**config.mk**
```make
export PLATFORM = sky130hd
export DESIGN_NAME = imem_loader_flat
export DESIGN_NICKNAME = d
export VERILOG_FILES = /design/src/rtl/imem_loader_pkg.sv /design/src/rtl/imem_loader_if.sv /design/src/rtl/imem_loader_byte_packer.sv /design/src/rtl/imem_loader.sv /design/src/flat_wrapper.sv
export SDC_FILE = /design/constraint.sdc
export NUM_CORES = 1
export LEC_CHECK = 0
export CAP_MARGIN = 20
export CORE_ASPECT_RATIO = 0.6
export CORE_MARGIN = 3
export CORE_UTILIZATION = 40
export CTS_CLUSTER_DIAMETER = 80
export DETAILED_ROUTE_END_ITERATION = 12
export SLEW_MARGIN = 20
export SYNTH_ARGS = -nofsm -noshare
export SYNTH_HDL_FRONTEND = slang
export SYNTH_SLANG_ARGS = --single-unit
```
**constraint.sdc**
```tcl
create_clock -name clk_in -period 4.85 [get_ports clk_in]
set_input_delay 0.7275 -clock clk_in [delete_from_list [all_inputs] [get_ports clk_in]]
set_output_delay 0.7275 -clock clk_in [all_outputs]
set_load 0.02 [all_outputs]
```
**src/rtl/imem_loader_pkg.sv**
```systemverilog
// Shared types and constants for the boot-time instruction loader.
package imem_loader_pkg;

  typedef enum logic [2:0] {
    HDR   = 3'd0,
    DATA  = 3'd1,
    WRITE = 3'd2,
    DONE  = 3'd3,
    ERR   = 3'd4
  } state_e;

  localparam int HDR_BYTES  = 4;
  localparam int WORD_BYTES = 4;

  // PC value the CPU starts from once cpu_hold drops; it maps to word 0.
  localparam logic [31:0] IMEM_BASE = 32'h0040_0000;

endpackage

```
**src/rtl/imem_loader_if.sv**
```systemverilog
// Byte-stream handshake plus instruction-memory write port of the loader.
interface imem_loader_if #(
  parameter int ADDR_W = 11
);
  logic              byte_valid;
  logic [7:0]        byte_data;
  logic              byte_ready;
  logic              imem_we;
  logic [ADDR_W-1:0] imem_addr;
  logic [31:0]       imem_wdata;

  modport master (
    output byte_valid, byte_data,
    input  byte_ready, imem_we, imem_addr, imem_wdata
  );

  modport slave (
    input  byte_valid, byte_data,
    output byte_ready, imem_we, imem_addr, imem_wdata
  );
endinterface

```
**src/rtl/imem_loader_byte_packer.sv**
```systemverilog
// Packs accepted bytes big-endian into 32-bit words; used for the header count
// and for every data word.
module byte_packer
  import imem_loader_pkg::*;
(
  input  logic        clk_in,
  input  logic        reset,
  input  logic        clr,
  input  logic        byte_stb,
  input  logic [7:0]  byte_in,
  output logic [31:0] word,
  output logic        word_ready,
  output logic [1:0]  byte_cnt
);

  logic [1:0]  cnt_q;
  logic [31:0] shreg_q;
  logic [31:0] shreg_d;

  // The word is tapped from the incoming byte so the 4th byte's edge can act on it.
  assign shreg_d    = {shreg_q[23:0], byte_in};
  assign word       = shreg_d;
  assign word_ready = byte_stb && (cnt_q == 2'(WORD_BYTES - 1));
  assign byte_cnt   = cnt_q;

  always_ff @(posedge clk_in or posedge reset) begin
    if (reset) begin
      cnt_q   <= '0;
      shreg_q <= '0;
    end else if (clr) begin
      cnt_q   <= '0;
      shreg_q <= '0;
    end else if (byte_stb) begin
      cnt_q   <= cnt_q + 2'd1;
      shreg_q <= shreg_d;
    end
  end

  logic unused_top;
  assign unused_top = ^shreg_q[31:24];

endmodule

```
**src/rtl/imem_loader.sv**
```systemverilog
// Boot loader: byte stream -> big-endian words -> instruction memory, holding the
// CPU in reset until the image is written. Optional inter-byte timeout: LOADER_TIMEOUT_EN.
module imem_loader
  import imem_loader_pkg::*;
#(
  parameter int ADDR_W         = 11,
  parameter int DEPTH          = 2048,
  parameter int TIMEOUT_CYCLES = 1000000
) (
  input  logic          clk_in,
  input  logic          reset,
  imem_loader_if.slave  bus,
  output logic          cpu_hold,
  output logic          done,
  output logic          err
);

  localparam int IDX_W = ADDR_W + 1;

  state_e            state_q, state_d;
  logic [IDX_W-1:0]  n_q, idx_q, idx_nxt;
  logic [31:0]       wdata_q;
  logic [31:0]       pk_word;
  logic [1:0]        pk_cnt;
  logic              pk_ready, rdy, accept, timeout;

  assign rdy     = (state_q == HDR) || (state_q == DATA);
  assign accept  = bus.byte_valid && rdy;
  assign idx_nxt = idx_q + IDX_W'(1);

  byte_packer u_packer (
    .clk_in     (clk_in),
    .reset      (reset),
    .clr        (!rdy),
    .byte_stb   (accept),
    .byte_in    (bus.byte_data),
    .word       (pk_word),
    .word_ready (pk_ready),
    .byte_cnt   (pk_cnt)
  );

`ifdef LOADER_TIMEOUT_EN
  logic [31:0] gap_q;
  logic        gap_run;

  // An idle HDR (no header byte yet) is the normal pre-boot wait and never times out.
  assign gap_run = (state_q == DATA) || ((state_q == HDR) && (pk_cnt != 2'd0));
  assign timeout = gap_run && !accept && (gap_q == 32'(TIMEOUT_CYCLES - 1));

  always_ff @(posedge clk_in or posedge reset) begin
    if (reset)                  gap_q <= '0;
    else if (accept || !gap_run) gap_q <= '0;
    else                        gap_q <= gap_q + 32'd1;
  end
`else
  assign timeout = 1'b0;

  logic unused_timeout;
  assign unused_timeout = (TIMEOUT_CYCLES == 0) | (|pk_cnt);
`endif

  always_comb begin
    state_d = state_q;
    unique case (state_q)
      HDR: begin
        if (timeout)                          state_d = ERR;
        else if (pk_ready) begin
          // Full 32-bit count: large upper bytes must not alias into a legal size.
          if (pk_word == 32'd0)               state_d = DONE;
          else if (pk_word > 32'(DEPTH))      state_d = ERR;
          else                                state_d = DATA;
        end
      end
      DATA: begin
        if (timeout)                          state_d = ERR;
        else if (pk_ready)                    state_d = WRITE;
      end
      WRITE:   state_d = (idx_nxt == n_q) ? DONE : DATA;
      DONE:    state_d = DONE;
      ERR:     state_d = ERR;
      default: state_d = HDR;
    endcase
  end

  always_ff @(posedge clk_in or posedge reset) begin
    if (reset) begin
      state_q <= HDR;
      n_q     <= '0;
      idx_q   <= '0;
      wdata_q <= '0;
    end else begin
      state_q <= state_d;
      if ((state_q == HDR) && (state_d == DATA)) begin
        n_q   <= pk_word[IDX_W-1:0];
        idx_q <= '0;
      end
      if ((state_q == DATA) && pk_ready) wdata_q <= pk_word;
      if (state_q == WRITE)              idx_q   <= idx_nxt;
    end
  end

  assign bus.byte_ready = rdy;
  assign bus.imem_we    = (state_q == WRITE);
  assign bus.imem_addr  = idx_q[ADDR_W-1:0];
  assign bus.imem_wdata = wdata_q;
  assign cpu_hold       = (state_q != DONE);
  assign done           = (state_q == DONE);
  assign err            = (state_q == ERR);

  logic unused_cfg;
  assign unused_cfg = (^IMEM_BASE) | (HDR_BYTES != WORD_BYTES);

endmodule
```
**src/flat_wrapper.sv**
```systemverilog
// flat-port wrapper written by rule: the top's interface ports become plain ports
module imem_loader_flat import imem_loader_pkg::*;
#(
  parameter int ADDR_W         = 11,
  parameter int DEPTH          = 2048,
  parameter int TIMEOUT_CYCLES = 1000000
)
  (clk_in, reset, cpu_hold, done, err, bus_byte_valid, bus_byte_data, bus_byte_ready, bus_imem_we, bus_imem_addr, bus_imem_wdata);
  imem_loader_if #(.ADDR_W(ADDR_W)) bus_i ();
  input  logic clk_in;
  input  logic reset;
  output logic cpu_hold;
  output logic done;
  output logic err;
  input wire logic [$bits(bus_i.byte_valid)-1:0] bus_byte_valid;
  input wire logic [$bits(bus_i.byte_data)-1:0] bus_byte_data;
  output wire logic [$bits(bus_i.byte_ready)-1:0] bus_byte_ready;
  output wire logic [$bits(bus_i.imem_we)-1:0] bus_imem_we;
  output wire logic [$bits(bus_i.imem_addr)-1:0] bus_imem_addr;
  output wire logic [$bits(bus_i.imem_wdata)-1:0] bus_imem_wdata;
  assign bus_i.byte_valid = bus_byte_valid;
  assign bus_i.byte_data = bus_byte_data;
  assign bus_byte_ready = bus_i.byte_ready;
  assign bus_imem_we = bus_i.imem_we;
  assign bus_imem_addr = bus_i.imem_addr;
  assign bus_imem_wdata = bus_i.imem_wdata;
  imem_loader #(.ADDR_W(ADDR_W), .DEPTH(DEPTH), .TIMEOUT_CYCLES(TIMEOUT_CYCLES)) u_core (.clk_in(clk_in), .reset(reset), .bus(bus_i), .cpu_hold(cpu_hold), .done(done), .err(err));
endmodule
```
==> flow_metrics.tcl, run 1 <==
set metrics [dict create \
    synth.top_cell.area_share_pct 52.3 \
    drt_pass1_iterations 4 \
    post_cts_buffers 0 \
    seq_area_frac_synth_pct 52.3 \
    ir_drop_uv 266 \
    crit_required_ns 4.12 \
    clock_latency_ns 0.34 \
    crit_path_max_fanout 10 \
    dpl-instance-area_um2 4620 \
    drc_errors 0 \
    cts_buffers 9 \
    synthAdderAreaFrac_pct 0.616 \
    relSlewSlack_pct 37.8 \
    clock_path_buffers 2 \
    synth-async-reset-ratio_pct 100 \
    htree_levels 3 \
    via_count 2764 \
    rsz0062_at_grt "false" \
    synth_area_um2 4060 \
    grt_pass1_wl_um 15400 \
    clk_pin_slew_ns 0.06 \
    drtAntennaViolNets 0 \
    cts_tree "yes" \
    area_growth_pct 20.6 \
    postLayoutCellArea_um2 4900 \
    slew_violations 0 \
    arrival_ns 2.25 \
    dpl.hpwl_um 6470 \
    die-area_um2 11400 \
    avgViaCountPerCell 5.26 \
    initial_core_util_pct 42.7 \
    wl_um 9090 \
    grt_max_degree 60 \
    die_x_um 136 \
    worstSetupEndpointType "primary output" \
    crit_type "flip-flop to primary output" \
    p_per_area_nw_per_um2 525 \
    grt_use_total_pct 17.5 \
    drive_gt1_share_pct 15.9 \
    synth_flop_cell "dfrtp_1" \
    synth.area.top_cells "dfrtp_1 (52%), mux2_2 (10%), mux2i_1 (6.4%)" \
    max_freq_ghz 0.335 \
    synthSimpleGateAreaFrac_pct 13.0 \
    core-area_um2 9530 \
    clockRootBuffer "clkbuf_16" \
    row_count 27 \
    synth-xor-area-share_pct 5.17 \
    synth_top_area_cell "dfrtp_1" \
    setup_tns_ns 0 \
    ys_types 50 \
    power_leakage_nw 2.24 \
    synth_warnings 0 \
    synth_seq_cells 85 \
    dieHeight_um 84.1 \
    io_pins 59 \
    synthCells 351 \
    start_kind "flip-flop" \
    finalHoldViolCount 0 \
    grt_pass1_vias 2743 \
    synth-edff-count 0 \
    outcome "completed" \
    fin_ws_ns 1.87 \
    period_needed_ns 2.98 \
    diodes 0 \
    cts_hold_buffers 0 \
    avgRoutedWirePerCell_um 17.3 \
    synth_fp_nets 364 \
    antenna_found_initial 0 \
    final.period_utilization_pct 61.5 \
    cts_resized 0 \
    layout.nets 404 \
    synth.area.mux_share_pct 18.5 \
    overflow 0 \
    fin_worst_skew_ns 0.00939 \
    post-place-ws_ns 1.41 \
    synth-compound-area-share_pct 4.56 \
    port_buffers 58 \
    synth.avg_cell_area_um2 11.6 \
    synth_top_family_by_area "multiplexers" \
    clock-sinks 85 \
    hp-class "flip-flop to flip-flop" \
    power.total_w 0.00257 \
    maxCapViolCount 0 \
    setup_violations 0 \
    hold_ws_ns 0.473 \
    gp_congestion 0.840 \
    drt_iter0_markers 149 \
    worstMarginPinSlew_ns 0.932 \
]
-- metal layers --
layer	part of all wire [%]	global-route usage, %	wire length [um]	vias to the layer above
met2	38	21.9	3470	70
met3	5.6	5.24	507	12
met4	1.4	5.86	131	0
met1	55	27.9	4980	1388
li1	-	-	-	1294
met5	0	0	0	-
-- synth_stat cells (2+ instances only) --
cell / n
a21oi_1: 7
a31oi_1: 2
and3_1: 2
and4_1: 2
buf_1: 2
buf_2: 4
buf_4: 11
buf_6: 3
clkbuf_1: 10
dfrtp_1: 85
ha_1: 2
inv_1: 7
mux2_2: 37
mux2_4: 5
mux2i_1: 26
nand2_1: 12
nand3_1: 9
nand3b_1: 3
nand4_1: 5
nor2_1: 42
nor3_1: 7
nor4_1: 11
o21ai_0: 4
o21bai_1: 3
o22ai_1: 2
or3_1: 2
xnor2_1: 18
xor2_1: 6
-- flip-flops by register name (all words and copies together), names as in the netlist --
name,count
u_core.bus.imem_wdata,32
u_core.idx_q,12
u_core.n_q,12
u_core.state_q,3
u_core.u_packer.byte_cnt,2
u_core.u_packer.shreg_q,24
-- path summary, 6_finish.rpt --
check	depth (start not counted)	slack (ns)	from	endpoint
setup / recovery	3	1.87	u_core.state_q[0]$_DFF_PP0_	bus_imem_we
hold / removal	1	0.47	u_core.state_q[2]$_DFF_PP0_	u_core.state_q[0]$_DFF_PP0_
setup reg to reg	6	1.92	u_core.idx_q[0]$_DFFE_PP0P_	u_core.state_q[1]$_DFF_PP0_
hold reg to reg	1	0.47	u_core.state_q[2]$_DFF_PP0_	u_core.state_q[0]$_DFF_PP0_
max in group asynchronous	3	3.17	reset	u_core.bus.imem_wdata[29]$_DFFE_PP0P_
min in group asynchronous	2	0.86	reset	u_core.n_q[1]$_DFFE_PP0P_
-- cell type report --
type	instances	area (um2)
fillers	845	4620
multi-input cells	226	1700
inverters	8	32.5
clock buffers	13	240
flip-flops and latches	85	2130
clock inverters	2	35.0
repair buffers	61	603
well taps	130	163
-- report_power, final --
group	internal, W	switching (W)	total (W)
clock	0.000396	0.000258	0.000654
combinational	0.000410	0.000412	0.000822
sequential	0.000910	0.000187	0.00110
-- worst max-delay path, cell delays in order, from the launching register on --
cell             delay, ns
dfrtp_1               0.44
or3b_2                0.64
inv_2                 0.21
clkdlybuf4s50_1       0.63
-- placed cells by master, fill, tap and decap left out, types with 2 or more instances in the layout --
cell	instances
ha_1	2
nand3b_1	3
inv_1	6
or3_1	2
clkdlybuf4s50_1	58
dfrtp_1	85
nor4_1	11
clkbuf_1	4
nand3_1	9
mux2_2	37
xor2_1	6
buf_4	3
mux2i_1	26
nand2_1	12
nor3_1	7
nand4_1	5
clkbuf_16	9
xnor2_1	18
a21oi_1	7
mux2_4	5
and3_1	2
o21ai_0	4
and4_1	2
nor2_1	42
a31oi_1	2
o21bai_1	3
o22ai_1	2
-- through the flow --
step / std cells / utilization, %
after global routing: 525 / 51.5
after CTS: 525 / 51.4
final: 525 / 51.5
after global placement: 510 / 48.5
after detailed placement: 510 / 48.5
after floorplan: 351 / -
-- logic make-up (layout without fill, tap and decap cells) --
kind of cell,count (synthesis),after routing
AND/OR/NAND/NOR,104,104
flip-flops,85,85
multiplexers,68,68
buffers and inverters,40,84
AO/OA/AOI/OAI,28,28
XOR/XNOR,24,24
adder cells (fa/ha/maj),2,2
Power figures use the tool's default switching activity.
==> inputs of run 2 (changes only) <==
Clock period 4.85 ns to 2.85 ns, I/O delays scaled along.
==> run 2 against run 1 <==
Utilization is 1.3 points higher. Non-clock buffer count is 12 higher. Global-route usage is 0.28 points higher. Critical endpoint is now u_core.state_q[1]$_DFF_PP0_. Largest power group unchanged. Highest routed layer unchanged.
==> flow_metrics.tcl, run 2 (synthesis gave the netlist of run 1 again) <==
set metrics [dict create \
    layout_common_cells "dfrtp_1 (85), clkdlybuf4s50_1 (58), nor2_1 (42)" \
    dieHeight_um 84.1 \
    clock_latency_ns 0.33 \
    htree_levels 3 \
    period_needed_ns 2.71 \
    final.period_utilization_pct 95.1 \
    avgViaCountPerCell 5.27 \
    arrival_ns 2.93 \
    slowest_stage "a2111oi_0" \
    min_path_cells 1 \
    cts_tree "yes" \
    final_common_cell "dfrtp_1" \
    row_count 27 \
    area_growth_pct 23.7 \
    core-area_um2 9530 \
    finalHoldViolCount 0 \
    die_x_um 136 \
    setup_violations 0 \
    crit_type "flip-flop to flip-flop" \
    outcome "completed" \
    gp_congestion 0.857 \
    drc_errors 0 \
    p_per_area_nw_per_um2 888 \
    power_leakage_nw 2.32 \
    path_cells "ha_1 -> nand4_1 -> or3_1 -> a2111oi_0 -> o22ai_1 -> o31ai_1" \
    dpl-instance-area_um2 4730 \
    grt_max_degree 42 \
    worstMarginPinSlew_ns 0.712 \
    dpl.hpwl_um 6700 \
    r2r_slack_ns 0.14 \
    drtAntennaViolNets 0 \
    drt_iter0_markers 230 \
    drive_gt1_share_pct 19.2 \
    dpl.cell_count 522 \
    r2r_end "u_core.state_q[1]$_DFF_PP0_" \
    reg2reg_depth 6 \
    post_cts_buffers 0 \
    worstSetupEndpointType "flip-flop" \
    cts_resized 0 \
    clk_pin_slew_ns 0.06 \
    clock_path_buffers 2 \
    start_kind "flip-flop" \
    holdCritStartpoint "u_core.state_q[2]$_DFF_PP0_" \
    maxCapViolCount 0 \
    cts_buffers 9 \
    crit_required_ns 3.07 \
    rr_startpoint "u_core.idx_q[1]$_DFFE_PP0P_" \
    postLayoutCellArea_um2 5030 \
    grt_pass1_vias 2864 \
    diodes 0 \
    overflow 0 \
    io_pins 59 \
    max_stage_delay_ns 0.68 \
    layout.cells.non_filler 537 \
    grt_use_total_pct 17.8 \
    hp-class "flip-flop to flip-flop" \
    crit_path_max_fanout 7 \
    via_count 2830 \
    antenna_found_initial 0 \
    clockRootBuffer "clkbuf_16" \
    slew_violations 0 \
    initial_core_util_pct 42.7 \
    setup_tns_ns 0 \
    relSlewSlack_pct 51.3 \
    rsz0062_at_grt "false" \
    layout.nets 416 \
    port_buffers 58 \
    die-area_um2 11400 \
    largest_register_ffs 32 \
    clock-sinks 85 \
    fin_worst_skew_ns 0.0101 \
    cts_hold_buffers 0 \
    grt_pass1_wl_um 15800 \
    avgRoutedWirePerCell_um 17.7 \
    ir_drop_uv 478 \
    max_freq_ghz 0.369 \
    holdPathEnd "u_core.state_q[0]$_DFF_PP0_" \
    hold_ws_ns 0.474 \
    drt_pass1_iterations 4 \
    wl_um 9480 \
]
-- run 2: how the worst max path moves through the flow --
stage                                      startpoint                                   end  slack (ns)  cells after the start
final                     u_core.idx_q[1]$_DFFE_PP0P_           u_core.state_q[1]$_DFF_PP0_        0.14                      6
after global routing      u_core.state_q[0]$_DFF_PP0_                           bus_imem_we         0.1                      3
after CTS                 u_core.state_q[0]$_DFF_PP0_                           bus_imem_we        0.16                      3
after detailed placement             bus_byte_data[3]            u_core.n_q[10]$_DFFE_PP0P_        0.25                      7
after global placement               bus_byte_data[3]             u_core.n_q[9]$_DFFE_PP0P_        0.31                      7
after floorplan                                 reset  u_core.bus.imem_wdata[0]$_DFFE_PP0P_        0.23                      1
-- run 2: power by group --
part / internal [W] / leakage (nW) / switching (W)
clock network: 0.000718 / 0.147 / 0.000453
logic: 0.000723 / 1.05 / 0.000730
registers: 0.00155 / 1.12 / 0.000292
total: 0.00299 / 2.32 / 0.00148
-- run 2: cell type report --
type	count	area [um2]
Clock inverter	4	47.5
Clock buffer	11	253
Sequential cell	85	2130
Fill cell	843	4500
Multi-Input combinational cell	226	1700
Inverter	8	31.3
Tap cell	130	163
Timing Repair Buffer	73	706
-- run 2: worst max-delay path: cells and delay by family, from the launching register on --
| kind | cells | cell delay [ns] |
|---|---|---|
| adder cells (fa/ha/maj) | 1 | 0.25 |
| AND/OR/NAND/NOR | 2 | 0.68 |
| AO/OA/AOI/OAI | 3 | 1.18 |
| flip-flops | 1 | 0.47 |
-- run 2: per-stage QoR --
stage               total power (W)  util, %  setup slack [ns]
floorplan                   0.00265        -             0.229
global placement            0.00330     49.6             0.306
detailed placement          0.00332     49.6             0.251
CTS                         0.00451     52.8             0.160
global route                0.00472     52.8            0.0991
finish                      0.00446     52.8             0.140
-- run 2: routing by layer --
| metal | wire (um) | vias up | GRT usage [%] | part of all wire, % |
|---|---|---|---|---|
| li1 | - | 1321 | - | - |
| met3 | 638 | 5 | 5.72 | 6.7 |
| met5 | 0 | - | 0 | 0 |
| met2 | 3610 | 93 | 22.5 | 38 |
| met1 | 5180 | 1411 | 28.9 | 55 |
| met4 | 53 | 0 | 3.57 | 0.56 |
